===== config.mk =====
export PLATFORM = sky130hd
export DESIGN_NAME = multicycle_controller_flat
export DESIGN_NICKNAME = d
export VERILOG_FILES = /design/src/rtl/multicycle_controller_if.sv /design/src/rtl/multicycle_controller.sv /design/src/flat_wrapper.sv
export SDC_FILE = /design/constraint.sdc
export NUM_CORES = 1
export LEC_CHECK = 0
export CELL_PAD_IN_SITES_DETAIL_PLACEMENT = 1
export CELL_PAD_IN_SITES_GLOBAL_PLACEMENT = 1
export CORE_UTILIZATION = 36
export DETAILED_ROUTE_END_ITERATION = 6
export PLACE_DENSITY_LB_ADDON = 0.1
export SLEW_MARGIN = 40
export SYNTH_ARGS = -nofsm -noshare
export SYNTH_HDL_FRONTEND = slang
export SYNTH_SLANG_ARGS = --single-unit

===== constraint.sdc =====
create_clock -name clk -period 3.7 [get_ports clk]
set_input_delay 0.74 -clock clk [delete_from_list [all_inputs] [get_ports clk]]
set_output_delay 0.74 -clock clk [all_outputs]
set_load 0.05 [all_outputs]

===== src/rtl/multicycle_controller_if.sv =====
// Fetch, register-file and status signals between the multicycle controller and its environment.
`timescale 1ns/1ps
interface multicycle_controller_if #(
    parameter int PC_WIDTH = 8
);
    logic                i_start;
    logic [12:0]         i_instr;
    logic                i_instrValid;
    logic [12:0]         i_dataA;
    logic [PC_WIDTH-1:0] o_pc;
    logic                o_instrReq;
    logic                o_memRead;
    logic                o_memWrite;
    logic [2:0]          o_address1;
    logic [2:0]          o_address2;
    logic [2:0]          o_destReg;
    logic [3:0]          o_aluOp;
    logic                o_aluSrcImm;
    logic [12:0]         o_imm;
    logic                o_busy;
    logic                o_halt;
    logic                o_illegal;

    modport master (
        input  i_start, i_instr, i_instrValid, i_dataA,
        output o_pc, o_instrReq, o_memRead, o_memWrite,
        output o_address1, o_address2, o_destReg,
        output o_aluOp, o_aluSrcImm, o_imm,
        output o_busy, o_halt, o_illegal
    );

    modport slave (
        output i_start, i_instr, i_instrValid, i_dataA,
        input  o_pc, o_instrReq, o_memRead, o_memWrite,
        input  o_address1, o_address2, o_destReg,
        input  o_aluOp, o_aluSrcImm, o_imm,
        input  o_busy, o_halt, o_illegal
    );
endinterface


===== src/rtl/multicycle_controller.sv =====
// Multicycle instruction sequencer: FETCH, DECODE, READ, EXEC, WB over a 13-bit ISA,
// driving fetch requests, register-file enables and ALU controls.
`timescale 1ns/1ps
module multicycle_controller #(
    parameter int PC_WIDTH = 8
) (
    input  logic clk,
    input  logic reset,
    multicycle_controller_if.master bus
);
    typedef enum logic [2:0] {
        S_IDLE,
        S_FETCH,
        S_DECODE,
        S_READ,
        S_EXEC,
        S_WB,
        S_HALT
    } state_t;

    localparam logic [3:0] OP_NOP  = 4'b0000;
    localparam logic [3:0] OP_ADD  = 4'b0001;
    localparam logic [3:0] OP_SUB  = 4'b0010;
    localparam logic [3:0] OP_AND  = 4'b0011;
    localparam logic [3:0] OP_OR   = 4'b0100;
    localparam logic [3:0] OP_XOR  = 4'b0101;
    localparam logic [3:0] OP_NOT  = 4'b0110;
    localparam logic [3:0] OP_SLL  = 4'b0111;
    localparam logic [3:0] OP_SRL  = 4'b1000;
    localparam logic [3:0] OP_ADDI = 4'b1001;
    localparam logic [3:0] OP_MOV  = 4'b1010;
    localparam logic [3:0] OP_BEQZ = 4'b1011;
    localparam logic [3:0] OP_JMP  = 4'b1110;
    localparam logic [3:0] OP_HALT = 4'b1111;

    state_t              state_q, state_d;
    logic [PC_WIDTH-1:0] pc_q, pc_d;
    logic [12:0]         instr_q, instr_d;
    logic [2:0]          addr1_q, addr1_d;
    logic [2:0]          addr2_q, addr2_d;
    logic [2:0]          dest_q, dest_d;
    logic [3:0]          alu_op_q, alu_op_d;
    logic                src_imm_q, src_imm_d;
    logic [12:0]         imm_q, imm_d;
    logic                illegal_q, illegal_d;

    logic [3:0]          opcode;
    logic [2:0]          rd_f, rs_f, rt_f;
    logic                uses_rd, uses_rs, uses_rt, bad_opcode, is_illegal;
    logic [PC_WIDTH-1:0] pc_inc, jump_pc, branch_pc;

    assign opcode = instr_q[12:9];
    assign rd_f   = instr_q[8:6];
    assign rs_f   = instr_q[5:3];
    assign rt_f   = instr_q[2:0];

    // Register 7 is reserved, so any field the opcode actually reads or writes may not name it.
    always_comb begin
        uses_rd    = 1'b0;
        uses_rs    = 1'b0;
        uses_rt    = 1'b0;
        bad_opcode = 1'b0;
        case (opcode)
            OP_ADD, OP_SUB, OP_AND, OP_OR, OP_XOR, OP_SLL, OP_SRL: begin
                uses_rd = 1'b1;
                uses_rs = 1'b1;
                uses_rt = 1'b1;
            end
            OP_NOT, OP_MOV, OP_ADDI: begin
                uses_rd = 1'b1;
                uses_rs = 1'b1;
            end
            OP_BEQZ:                 uses_rd = 1'b1;
            OP_NOP, OP_JMP, OP_HALT: bad_opcode = 1'b0;
            default:                 bad_opcode = 1'b1;
        endcase
        is_illegal = bad_opcode
                   | (uses_rd & (rd_f == 3'b111))
                   | (uses_rs & (rs_f == 3'b111))
                   | (uses_rt & (rt_f == 3'b111));
    end

    // Jump and branch targets are zero-extended or truncated to whatever PC_WIDTH is.
    always_comb begin
        pc_inc    = pc_q + PC_WIDTH'(1);
        jump_pc   = '0;
        branch_pc = '0;
        for (int i = 0; i < PC_WIDTH; i++) begin
            if (i < 8) jump_pc[i] = instr_q[i];
            if (i < 6) branch_pc[i] = instr_q[i];
        end
    end

    always_comb begin
        state_d   = state_q;
        pc_d      = pc_q;
        instr_d   = instr_q;
        addr1_d   = addr1_q;
        addr2_d   = addr2_q;
        dest_d    = dest_q;
        alu_op_d  = alu_op_q;
        src_imm_d = src_imm_q;
        imm_d     = imm_q;
        illegal_d = illegal_q;
        case (state_q)
            S_IDLE: begin
                if (bus.i_start) begin
                    state_d = S_FETCH;
                    pc_d    = '0;
                end
            end
            S_FETCH: begin
                if (bus.i_instrValid) begin
                    instr_d = bus.i_instr;
                    state_d = S_DECODE;
                end
            end
            S_DECODE: begin
                if (is_illegal) begin
                    state_d   = S_HALT;
                    illegal_d = 1'b1;
                end else begin
                    case (opcode)
                        OP_NOP: begin
                            state_d = S_FETCH;
                            pc_d    = pc_inc;
                        end
                        OP_JMP: begin
                            state_d = S_FETCH;
                            pc_d    = jump_pc;
                        end
                        OP_HALT: state_d = S_HALT;
                        default: begin
                            // Operand fields are captured here and then held until the next register-reading instruction.
                            state_d   = S_READ;
                            addr1_d   = (opcode == OP_BEQZ) ? rd_f : rs_f;
                            addr2_d   = rt_f;
                            dest_d    = rd_f;
                            alu_op_d  = opcode;
                            src_imm_d = (opcode == OP_ADDI);
                            imm_d     = (opcode == OP_ADDI) ? {10'd0, rt_f} : 13'd0;
                        end
                    endcase
                end
            end
            S_READ: state_d = S_EXEC;
            S_EXEC: begin
                if (opcode == OP_BEQZ) begin
                    state_d = S_FETCH;
                    pc_d    = (bus.i_dataA == 13'd0) ? branch_pc : pc_inc;
                end else begin
                    state_d = S_WB;
                end
            end
            S_WB: begin
                state_d = S_FETCH;
                pc_d    = pc_inc;
            end
            S_HALT:  state_d = S_HALT;
            default: state_d = S_IDLE;
        endcase
    end

    always_ff @(posedge clk) begin
        if (reset) begin
            state_q   <= S_IDLE;
            pc_q      <= '0;
            instr_q   <= '0;
            addr1_q   <= '0;
            addr2_q   <= '0;
            dest_q    <= '0;
            alu_op_q  <= '0;
            src_imm_q <= 1'b0;
            imm_q     <= '0;
            illegal_q <= 1'b0;
        end else begin
            state_q   <= state_d;
            pc_q      <= pc_d;
            instr_q   <= instr_d;
            addr1_q   <= addr1_d;
            addr2_q   <= addr2_d;
            dest_q    <= dest_d;
            alu_op_q  <= alu_op_d;
            src_imm_q <= src_imm_d;
            imm_q     <= imm_d;
            illegal_q <= illegal_d;
        end
    end

    assign bus.o_pc        = pc_q;
    assign bus.o_instrReq  = (state_q == S_FETCH);
    assign bus.o_memRead   = (state_q == S_READ);
    assign bus.o_memWrite  = (state_q == S_WB);
    assign bus.o_address1  = addr1_q;
    assign bus.o_address2  = addr2_q;
    assign bus.o_destReg   = dest_q;
    assign bus.o_aluOp     = alu_op_q;
    assign bus.o_aluSrcImm = src_imm_q;
    assign bus.o_imm       = imm_q;
    assign bus.o_busy      = (state_q != S_IDLE) && (state_q != S_HALT);
    assign bus.o_halt      = (state_q == S_HALT);
    assign bus.o_illegal   = illegal_q;

    // HALT only leaves through reset, and the two register-file enables never overlap.
    a_rw_exclusive: assert property (@(posedge clk) !(bus.o_memRead && bus.o_memWrite));
    a_halt_terminal: assert property (@(posedge clk) disable iff (reset)
                                      (state_q == S_HALT) |=> (state_q == S_HALT));
endmodule


===== src/flat_wrapper.sv =====
// flat-port wrapper written by rule: the top's interface ports become plain ports
module multicycle_controller_flat 
#(
    parameter int PC_WIDTH = 8
)
  (clk, reset, bus_i_start, bus_i_instr, bus_i_instrValid, bus_i_dataA, bus_o_pc, bus_o_instrReq, bus_o_memRead, bus_o_memWrite, bus_o_address1, bus_o_address2, bus_o_destReg, bus_o_aluOp, bus_o_aluSrcImm, bus_o_imm, bus_o_busy, bus_o_halt, bus_o_illegal);
  multicycle_controller_if #(.PC_WIDTH(PC_WIDTH)) bus_i ();
  input  logic clk;
  input  logic reset;
  input wire logic [$bits(bus_i.i_start)-1:0] bus_i_start;
  input wire logic [$bits(bus_i.i_instr)-1:0] bus_i_instr;
  input wire logic [$bits(bus_i.i_instrValid)-1:0] bus_i_instrValid;
  input wire logic [$bits(bus_i.i_dataA)-1:0] bus_i_dataA;
  output wire logic [$bits(bus_i.o_pc)-1:0] bus_o_pc;
  output wire logic [$bits(bus_i.o_instrReq)-1:0] bus_o_instrReq;
  output wire logic [$bits(bus_i.o_memRead)-1:0] bus_o_memRead;
  output wire logic [$bits(bus_i.o_memWrite)-1:0] bus_o_memWrite;
  output wire logic [$bits(bus_i.o_address1)-1:0] bus_o_address1;
  output wire logic [$bits(bus_i.o_address2)-1:0] bus_o_address2;
  output wire logic [$bits(bus_i.o_destReg)-1:0] bus_o_destReg;
  output wire logic [$bits(bus_i.o_aluOp)-1:0] bus_o_aluOp;
  output wire logic [$bits(bus_i.o_aluSrcImm)-1:0] bus_o_aluSrcImm;
  output wire logic [$bits(bus_i.o_imm)-1:0] bus_o_imm;
  output wire logic [$bits(bus_i.o_busy)-1:0] bus_o_busy;
  output wire logic [$bits(bus_i.o_halt)-1:0] bus_o_halt;
  output wire logic [$bits(bus_i.o_illegal)-1:0] bus_o_illegal;
  assign bus_i.i_start = bus_i_start;
  assign bus_i.i_instr = bus_i_instr;
  assign bus_i.i_instrValid = bus_i_instrValid;
  assign bus_i.i_dataA = bus_i_dataA;
  assign bus_o_pc = bus_i.o_pc;
  assign bus_o_instrReq = bus_i.o_instrReq;
  assign bus_o_memRead = bus_i.o_memRead;
  assign bus_o_memWrite = bus_i.o_memWrite;
  assign bus_o_address1 = bus_i.o_address1;
  assign bus_o_address2 = bus_i.o_address2;
  assign bus_o_destReg = bus_i.o_destReg;
  assign bus_o_aluOp = bus_i.o_aluOp;
  assign bus_o_aluSrcImm = bus_i.o_aluSrcImm;
  assign bus_o_imm = bus_i.o_imm;
  assign bus_o_busy = bus_i.o_busy;
  assign bus_o_halt = bus_i.o_halt;
  assign bus_o_illegal = bus_i.o_illegal;
  multicycle_controller #(.PC_WIDTH(PC_WIDTH)) u_core (.clk(clk), .reset(reset), .bus(bus_i));
endmodule

**Word-level counts from Yosys, hierarchy flattened**

Cells that the tools add are included.

- Flip-flop bits (word level): 52
- Bits of input ports: 30

- Add/sub/neg operators: 1
- Equal/unequal tests: 28
- Muxes and demuxes: 18
- Bitwise logic cells: 8
- Reductions and logical operators: 17

Operators with widths:

| operator | number |
|---|---|
| 2-to-1 mux 8 bit | 4 |
| one-hot mux 8 bit (4 select lines) | 1 |
| equality test 4 bit, second input constant | 6 |
| one-hot mux 3 bit (7 select lines) | 1 |
| equality test 3 bit, second input constant | 6 |
| 2-to-1 mux 3 bit | 6 |
| equality test 4 x 3 -> 1 bit, second input constant | 4 |
| one-hot mux 8 bit (2 select lines) | 1 |
| OR reduction 14 bit | 1 |
| logical NOT 13 bit | 1 |
| OR reduction 11 bit | 1 |
| OR reduction 10 bit | 1 |
| adder 8 x 1 -> 8 bit, second input constant | 1 |
| equality test 4 x 2 -> 1 bit, second input constant | 2 |
| OR reduction 7 bit | 1 |
| equality test 3 x 2 -> 1 bit, second input constant | 2 |
| != test 2 bit, second input constant | 3 |
| one-hot mux 3 bit (2 select lines) | 1 |
| AND reduction 2 bit | 3 |
| AND reduction 5 bit | 1 |
| equality test 4 x 1 -> 1 bit, second input constant | 1 |
| logical NOT 4 bit | 1 |
| 2-to-1 mux 1 bit | 4 |
| nonzero test 4 bit | 1 |
| other kinds (13) | 18 |

**Longest topological paths before layout**

Gate-level depths: netlist of run 1.

- Depth in word-level cells: 9
- Gate-level depth with buffers: 7
- Depth with buffers taken out: 5

**Worst setup path before layout of run 1**

OpenSTA, ideal clock, no wires.

- Path kind: reg2reg
- From: reg u_core.state_q[0]
- To: reg u_core.instr_q[10]
- Library setup time: 132 ps
- Arrival: 2343 ps
- Data required time: 3568 ps
- Slack: 1225 ps
- Stages on the path, launching flop included: 8
- Path buffers: 2
- Period minus slack after synthesis: 2475 ps
- Path through: dfxtp_1 > buf_2 > inv_2 > nor3_1 > nand2_1 > clkbuf_1 > nand2_1 > a21oi_1

- Longest elaborated chain between the ends: 2

Ends and longest elaborated chain:

| item | line | RTL |
|---|---|---|
| start, declared | multicycle_controller.sv:36 | `state_t state_q, state_d;` |
| start signal, assigned | multicycle_controller.sv:177 | `state_q <= state_d;` |
| equality test 3 x 1 -> 1 bit | n/a |  |
| net bus_o_instrReq | flat_wrapper.sv:15 | `output wire logic [$bits(bus_i.o_instrReq)-1:0] bus_o_instrReq;` |
| AND reduction 2 bit (no line) | n/a |  |
| end signal, assigned | multicycle_controller.sv:179 | `instr_q <= instr_d;` |
| end, declared | multicycle_controller.sv:38 | `logic [12:0] instr_q, instr_d;` |

The timed path passes the listed nets, and every way through them passes these cells.
A chain may end at the register's enable or synchronous reset.

**Worst setup path in the final report of run 1**

- From: reg u_core.state_q[2]
- To: out bus_o_memWrite

- Longest elaborated chain between the ends: 1

Ends and longest elaborated chain:

| item | line | RTL |
|---|---|---|
| equality test 3 bit | multicycle_controller.sv:193 | `assign bus.o_memWrite = (state_q == S_WB);` |
| end, declared | flat_wrapper.sv:17 | `output wire logic [$bits(bus_i.o_memWrite)-1:0] bus_o_memWrite;` |

No other way between the ends.

==> results of run 1 <==
[Yosys cell counts (all sizes together) (5+ instances only)]
library cell  count  share of area (%)
nand2            69                 11
dfxtp            42                 37
a21oi            19                4.2
buf              19                5.9
mux2i            13                5.7
nor2             13                2.1
nand3            10                2.2
o21ai            10                2.3
clkbuf            8                1.3
nor3              7                2.2
nor4              6                1.9
inv               5               0.82
[per-stage QoR]
step	hold slack [ns]	util [%]	total power [mW]
2_1_floorplan	0.458	-	0.620
3_3_place_gp	0.441	47.8	0.676
3_5_place_dp	0.454	47.8	0.677
4_1_cts	0.469	49.6	1.04
5_1_grt	0.483	49.6	1.08
6_report	0.461	49.6	1.03
[state kept, by name, summed over array words and instances (netlist names)]
| signal | flops |
|---|---|
| u_core.bus.o_address1 | 3 |
| u_core.bus.o_address2 | 3 |
| u_core.bus.o_aluOp | 4 |
| u_core.bus.o_aluSrcImm | 1 |
| u_core.bus.o_destReg | 3 |
| u_core.bus.o_illegal | 1 |
| u_core.bus.o_imm | 3 |
| u_core.bus.o_pc | 8 |
| u_core.instr_q | 13 |
| u_core.state_q | 3 |
[power by group]
group          switching [mW]  internal (mW)
clock                   0.164          0.201
combinational           0.108         0.0695
sequential             0.0273          0.463
[cell families after synthesis]
kind of cell | count (synthesis) | synth area share (%)
and+or+nand+nor | 126 | 26.6
AOI/OAI and AO/OA | 63 | 20.2
DFF | 42 | 36.7
buffers and inverters | 32 | 8.03
muxes | 14 | 6.17
xor gates and xnor gates | 4 | 1.53
adders and majority gates | 1 | 0.546
other | 1 | 0.164
[layout make-up]
class	instances	share of cell area [%]
multi-input cells	218	43.6
inverters	5	0.627
flip-flops and latches	42	28.1
clock buffers	6	2.43
repair buffers	63	20.8
clock inverters	2	1.25
well taps	75	3.14
[critical path, cell delays in order, from the launching register on]
cell and delay, ns:
dfxtp_1 0.70, nand2_1 0.25, nor2_1 0.14, clkdlybuf4s50_1 0.81
[worst paths after layout]
path | startpoint | end | depth (start not counted) | slack (ns)
max reg2reg | u_core.state_q[1] | u_core.bus.o_destReg[0] | 4 | 1.46
max | u_core.state_q[2] | bus_o_memWrite | 3 | 0.76
min reg2reg | u_core.bus.o_address2[0] | u_core.bus.o_address2[0] | 2 | 0.46
min | u_core.bus.o_address2[0] | u_core.bus.o_address2[0] | 2 | 0.46
[per-layer routing]
layer | GRT usage [%] | part of all wire [%] | vias up
met3 | 3.67 | 2.7 | 6
met4 | 5.26 | 1.1 | 0
li1 | - | - | 1096
met1 | 28.4 | 49 | 1046
met2 | 32.5 | 47 | 40
met5 | 0 | 0 | -
[placed cells by master (no fill, tap or decap), types with 4 or more instances in the layout]
master and instances:
inv_1 4, nand2_1 69, clkdlybuf4s50_1 60, clkbuf_8 5
a21oi_1 19, o211a_1 4, mux2i_1 13, nor2_1 13
nor4_1 4, nor3_1 5, nand3_1 10, conb_1 10
dfxtp_1 42, o21ai_0 7
==> results.py, run 1 <==
metrics = {
    "run_status": {
        "status": "finished, final reports clean",
    },
    "grt": {
        "grt_start_max_net_pins": 29,
        "grt-ovfl-total": 0,
        "grtUsageTotal_pct": 20.5,
        "grt_pass1_vias": 2074,
        "antenna_found_initial": 0,
        "grt_first_pass_wirelength_mm": 10.4,
    },
    "clock_tree": {
        "tritoncts": "yes",
        "cts_setup_buffers": 0,
        "cts_buffers": 5,
        "clk_pin_slew_ns": 0.08,
        "cts_resized": 0,
        "cts_root_buffer": "clkbuf_8",
        "insertion_delay_ns": 0.30,
        "cts_sinks": 42,
        "ctsLongestPathBuffers": 2,
        "h-tree-depth": 2,
        "cts-hold-fix-buffers": 0,
    },
    "power_and_ir_drop": {
        "p_leak_nw": 1.11,
        "power_density_nw_per_um2": 345,
        "ir_drop_mv": 0.186,
    },
    "route": {
        "drc": 0,
        "initialDrtViolationCount": 116,
        "vias": 2188,
        "routed_wl_mm": 6.37,
        "first_pass_iters": 4,
        "ant_nets": 0,
        "wire_per_inst_um": 15.5,
        "vias_per_cell": 5.32,
    },
    "final_layout": {
        "finalNonFillerCells": 411,
        "area_delta_synth_final_pct": 30.7,
        "antennaDiodeCount": 0,
        "final_layout_size_suffix_gt1_share_pct": 6.25,
        "design_area_um2": 2990,
        "register_area_um2": 841,
        "finish.net_count": 366,
        "n_fill_cell": 728,
        "multiInputGateArea_um2": 1310,
    },
    "sta": {
        "setup_slack_ns": 0.755,
        "relSlewSlack_pct": 60.1,
        "worstMarginPinSlew_ns": 0.598,
        "setup_violations": 0,
        "period_minus_slack_ns": 2.94,
        "maxSlewViolCount": 0,
        "min_period_over_period_pct": 79.6,
        "timing.fmax_ghz": 0.340,
        "final_hold_viol_count": 0,
        "finalSetupTns_ns": 0,
        "rsz0062_at_grt": "no",
        "skew_ns": 0.00616,
    },
    "yosys": {
        "yosys_warnings": 0,
        "yosys_most_used_dff": "dfxtp_1",
        "syn-cell-area_um2": 2290,
        "synth_cell_types": 58,
        "avgSynthCellArea_um2": 8.09,
        "netlist_instances": 283,
        "ys_seq_area_share_pct": 36.7,
        "synth_edf_count": 0,
        "async_reset_ff_share_pct": 0,
        "ys_ff_latch": 42,
    },
    "floorplanning": {
        "fp.dieW_um": 81.8,
        "pin_count": 71,
        "start_util_pct": 38.0,
        "die_y_um": 81.8,
        "core_um2": 6030,
        "rows": 28,
        "die_area_um2": 6680,
    },
    "place": {
        "placed_area_um2": 2880,
        "port_buffers": 60,
        "place_ws_ns": 1.09,
        "dp_cells": 403,
        "dp_hpwl_mm": 4.65,
        "gp_congestion": 0.786,
    },
    "min_path": {
        "hp-class": "reg -> reg",
    },
    "job": {
        "drv_cap": 0,
    },
    "critical_path": {
        "crit_path_start_kind": "flip-flop",
        "end_kind": "output port",
        "cp.required_ns": 2.96,
        "crit_type": "reg -> out",
        "cp_max_fo": 19,
        "critPathArrivalTime_ns": 2.20,
    },
}
No activity file was read; power rests on OpenSTA's default activity.
==> run 2, diff against run 1 <==
--- a/config.mk
+++ b/config.mk
@@ -7,7 +7,7 @@
 export LEC_CHECK = 0
 export CELL_PAD_IN_SITES_DETAIL_PLACEMENT = 1
 export CELL_PAD_IN_SITES_GLOBAL_PLACEMENT = 1
-export CORE_UTILIZATION = 36
+export CORE_UTILIZATION = 34
 export DETAILED_ROUTE_END_ITERATION = 6
 export PLACE_DENSITY_LB_ADDON = 0.1
 export SLEW_MARGIN = 40
==> constraint.sdc (replaced) <==
create_clock -name clk -period 2.95 [get_ports clk]
set_input_delay 0.59 -clock clk [delete_from_list [all_inputs] [get_ports clk]]
set_output_delay 0.59 -clock clk [all_outputs]
set_load 0.05 [all_outputs]
==> run 2 against run 1 <==
Compared with the run above: the flow now finishes with violations (design-rule violations); flip-flop and latch count did not move; via count rose by 3.9%; hold slack barely moved; clock skew fell by 0.0013 ns; clock power rose by 5.7%; largest power group unchanged; critical path depth did not move; critical path type unchanged; global-route usage fell by 0.80 points; first-iteration DRC count did not move; clock-buffer cell count rose by 1; setup slack got worse by 0.55 ns; power rose by 19%.
==> results.py, run 2 (same netlist as run 1, synthesis figures left out) <==
metrics = {
    "sta": {
        "relSlewSlack_pct": 61.7,
        "final_hold_viol_count": 0,
        "worstMarginPinSlew_ns": 0.569,
        "finalSetupTns_ns": 0,
        "maxSlewViolCount": 0,
        "skew_ns": 0.00485,
        "timing.fmax_ghz": 0.364,
        "setup_violations": 0,
        "period_minus_slack_ns": 2.75,
        "rsz0062_at_grt": "no",
        "min_period_over_period_pct": 93.1,
    },
    "floorplanning": {
        "die_y_um": 84.1,
        "rows": 29,
        "die_area_um2": 7070,
        "core_um2": 6420,
        "fp.dieW_um": 84.1,
        "pin_count": 71,
        "start_util_pct": 35.7,
    },
    "route": {
        "initialDrtViolationCount": 116,
        "vias": 2273,
        "wire_per_inst_um": 15.8,
        "vias_per_cell": 5.46,
        "ant_nets": 0,
        "drc": 6,
        "first_pass_iters": 6,
        "routed_wl_mm": 6.57,
    },
    "clock_tree": {
        "cts_setup_buffers": 0,
        "insertion_delay_ns": 0.29,
        "cts_root_buffer": "clkbuf_8",
        "tritoncts": "yes",
        "cts_buffers": 5,
        "cts_resized": 0,
        "h-tree-depth": 2,
        "cts-hold-fix-buffers": 0,
        "ctsLongestPathBuffers": 2,
        "clk_pin_slew_ns": 0.08,
        "cts_sinks": 42,
    },
    "final_layout": {
        "finish.net_count": 369,
        "n_fill_cell": 790,
        "antennaDiodeCount": 0,
        "multiInputGateArea_um2": 1310,
        "register_area_um2": 841,
        "largest_reg_flops": 13,
        "final_common_cell": "nand2_1",
        "area_delta_synth_final_pct": 30.9,
        "regMostFlops": "u_core.instr_q",
        "final_layout_size_suffix_gt1_share_pct": 7.08,
        "mostFrequentLayoutCells": "nand2_1 (69), clkdlybuf4s50_1 (60), dfxtp_1 (42)",
    },
    "job": {
        "drv_cap": 0,
    },
    "critical_path": {
        "critPathMaxStageDelay_ns": 0.85,
        "end_kind": "output port",
        "critical_path_depth": 3,
        "cp.required_ns": 2.36,
        "critPathTopFamily": "buffers and inverters",
        "r2r-start": "u_core.state_q[1]",
        "crit_path_start_kind": "flip-flop",
        "critPathArrivalTime_ns": 2.16,
        "cp_max_fo": 11,
        "worstRegToRegCells": 4,
        "crit_slowest_cell": "clkdlybuf4s50_1",
        "crit_buf_inv": 2,
        "reg2reg_setup_slack_ns": 0.82,
        "r2r-end": "u_core.bus.o_address2[1]",
        "crit_type": "reg -> out",
        "path_cells": "inv_2 -> nor3_1 -> clkdlybuf4s50_1",
    },
    "power_and_ir_drop": {
        "p_leak_nw": 1.12,
        "power_density_nw_per_um2": 411,
        "ir_drop_mv": 0.188,
        "total_power_mw": 1.23,
    },
    "grt": {
        "gr-usage-met1_pct": 25.7,
        "grt_pass1_vias": 2340,
        "grt_first_pass_wirelength_mm": 11.2,
        "grtUsageTotal_pct": 19.7,
        "grt_busiest_layer": "met2",
        "grt-ovfl-total": 0,
        "grtUsageMet2_pct": 32.4,
        "use_met3_pct": 2.67,
        "antenna_found_initial": 0,
        "grt_start_max_net_pins": 29,
    },
    "min_path": {
        "hp-class": "reg -> reg",
        "holdPathStages": 2,
        "hold_end": "u_core.bus.o_destReg[0]",
        "min_from": "u_core.bus.o_destReg[0]",
    },
    "run_status": {
        "status": "finished, violations left",
        "violations": "design-rule violations",
    },
    "place": {
        "gp_congestion": 0.818,
        "dp_hpwl_mm": 4.89,
        "port_buffers": 60,
    },
}
## run 2: cell types whose count changed in the layout (fill, tap and decap cells not counted), sizes merged
cell,delta
buf,+3
bufinv,-1
clkbuf,+1
clkinv,+1
clkinvlp,-1
## run 2: power breakdown
| part | switching, mW | internal, mW |
|---|---|---|
| sequential | 0.0314 | 0.580 |
| combinational | 0.142 | 0.0901 |
| clock | 0.198 | 0.189 |
## run 2: through the flow
stage | setup WS [ns] | hold WS, ns | instances | area (µm²) | util (%)
2_1_floorplan | 0.475 | 0.458 | 292 | 2320 | -
3_3_place_gp | 0.597 | 0.442 | 408 | 2910 | 45.3
3_5_place_dp | 0.544 | 0.455 | 408 | 2910 | 45.3
4_1_cts | 0.202 | 0.467 | 416 | 3000 | 46.7
5_1_grt | 0.0576 | 0.495 | 416 | 3000 | 46.7
6_report | 0.203 | 0.460 | 416 | 3000 | 46.7
## run 2: how the worst max path moves through the flow
stage | startpoint | to | slack [ns]
6_report | u_core.state_q[0] | bus_o_instrReq | 0.20
5_1_grt | u_core.state_q[0] | bus_o_instrReq | 0.06
4_1_cts | u_core.state_q[0] | bus_o_instrReq | 0.20
3_5_place_dp | u_core.state_q[0] | bus_o_instrReq | 0.54
3_3_place_gp | u_core.state_q[0] | bus_o_instrReq | 0.60
2_1_floorplan | u_core.state_q[0] | u_core.instr_q[10] | 0.47
## run 2: worst reg2reg max path: stages (launching register included)
cell and delay [ns]:
dfxtp_1 0.55, or3b_4 0.47, nor3_4 0.25, a21boi_4 0.54, mux2i_1 0.25
## run 2: cell type report
cell class,count,area share [%]
Timing Repair Buffer,66,21.5
Inverter,5,0.626
Clock inverter,1,0.167
Sequential cell,42,28.0
Clock buffer,7,2.88
Multi-Input combinational cell,218,43.5
Tap cell,77,3.21
## run 2: metal layers
layer / vias to the layer above / part of all wire, % / routed length (µm)
met2: 59 / 49 / 3200
met1: 1100 / 45 / 2980
met4: 0 / 1.5 / 100
met3: 9 / 4.4 / 291
li1: 1105 / - / -
met5: - / 0 / 0
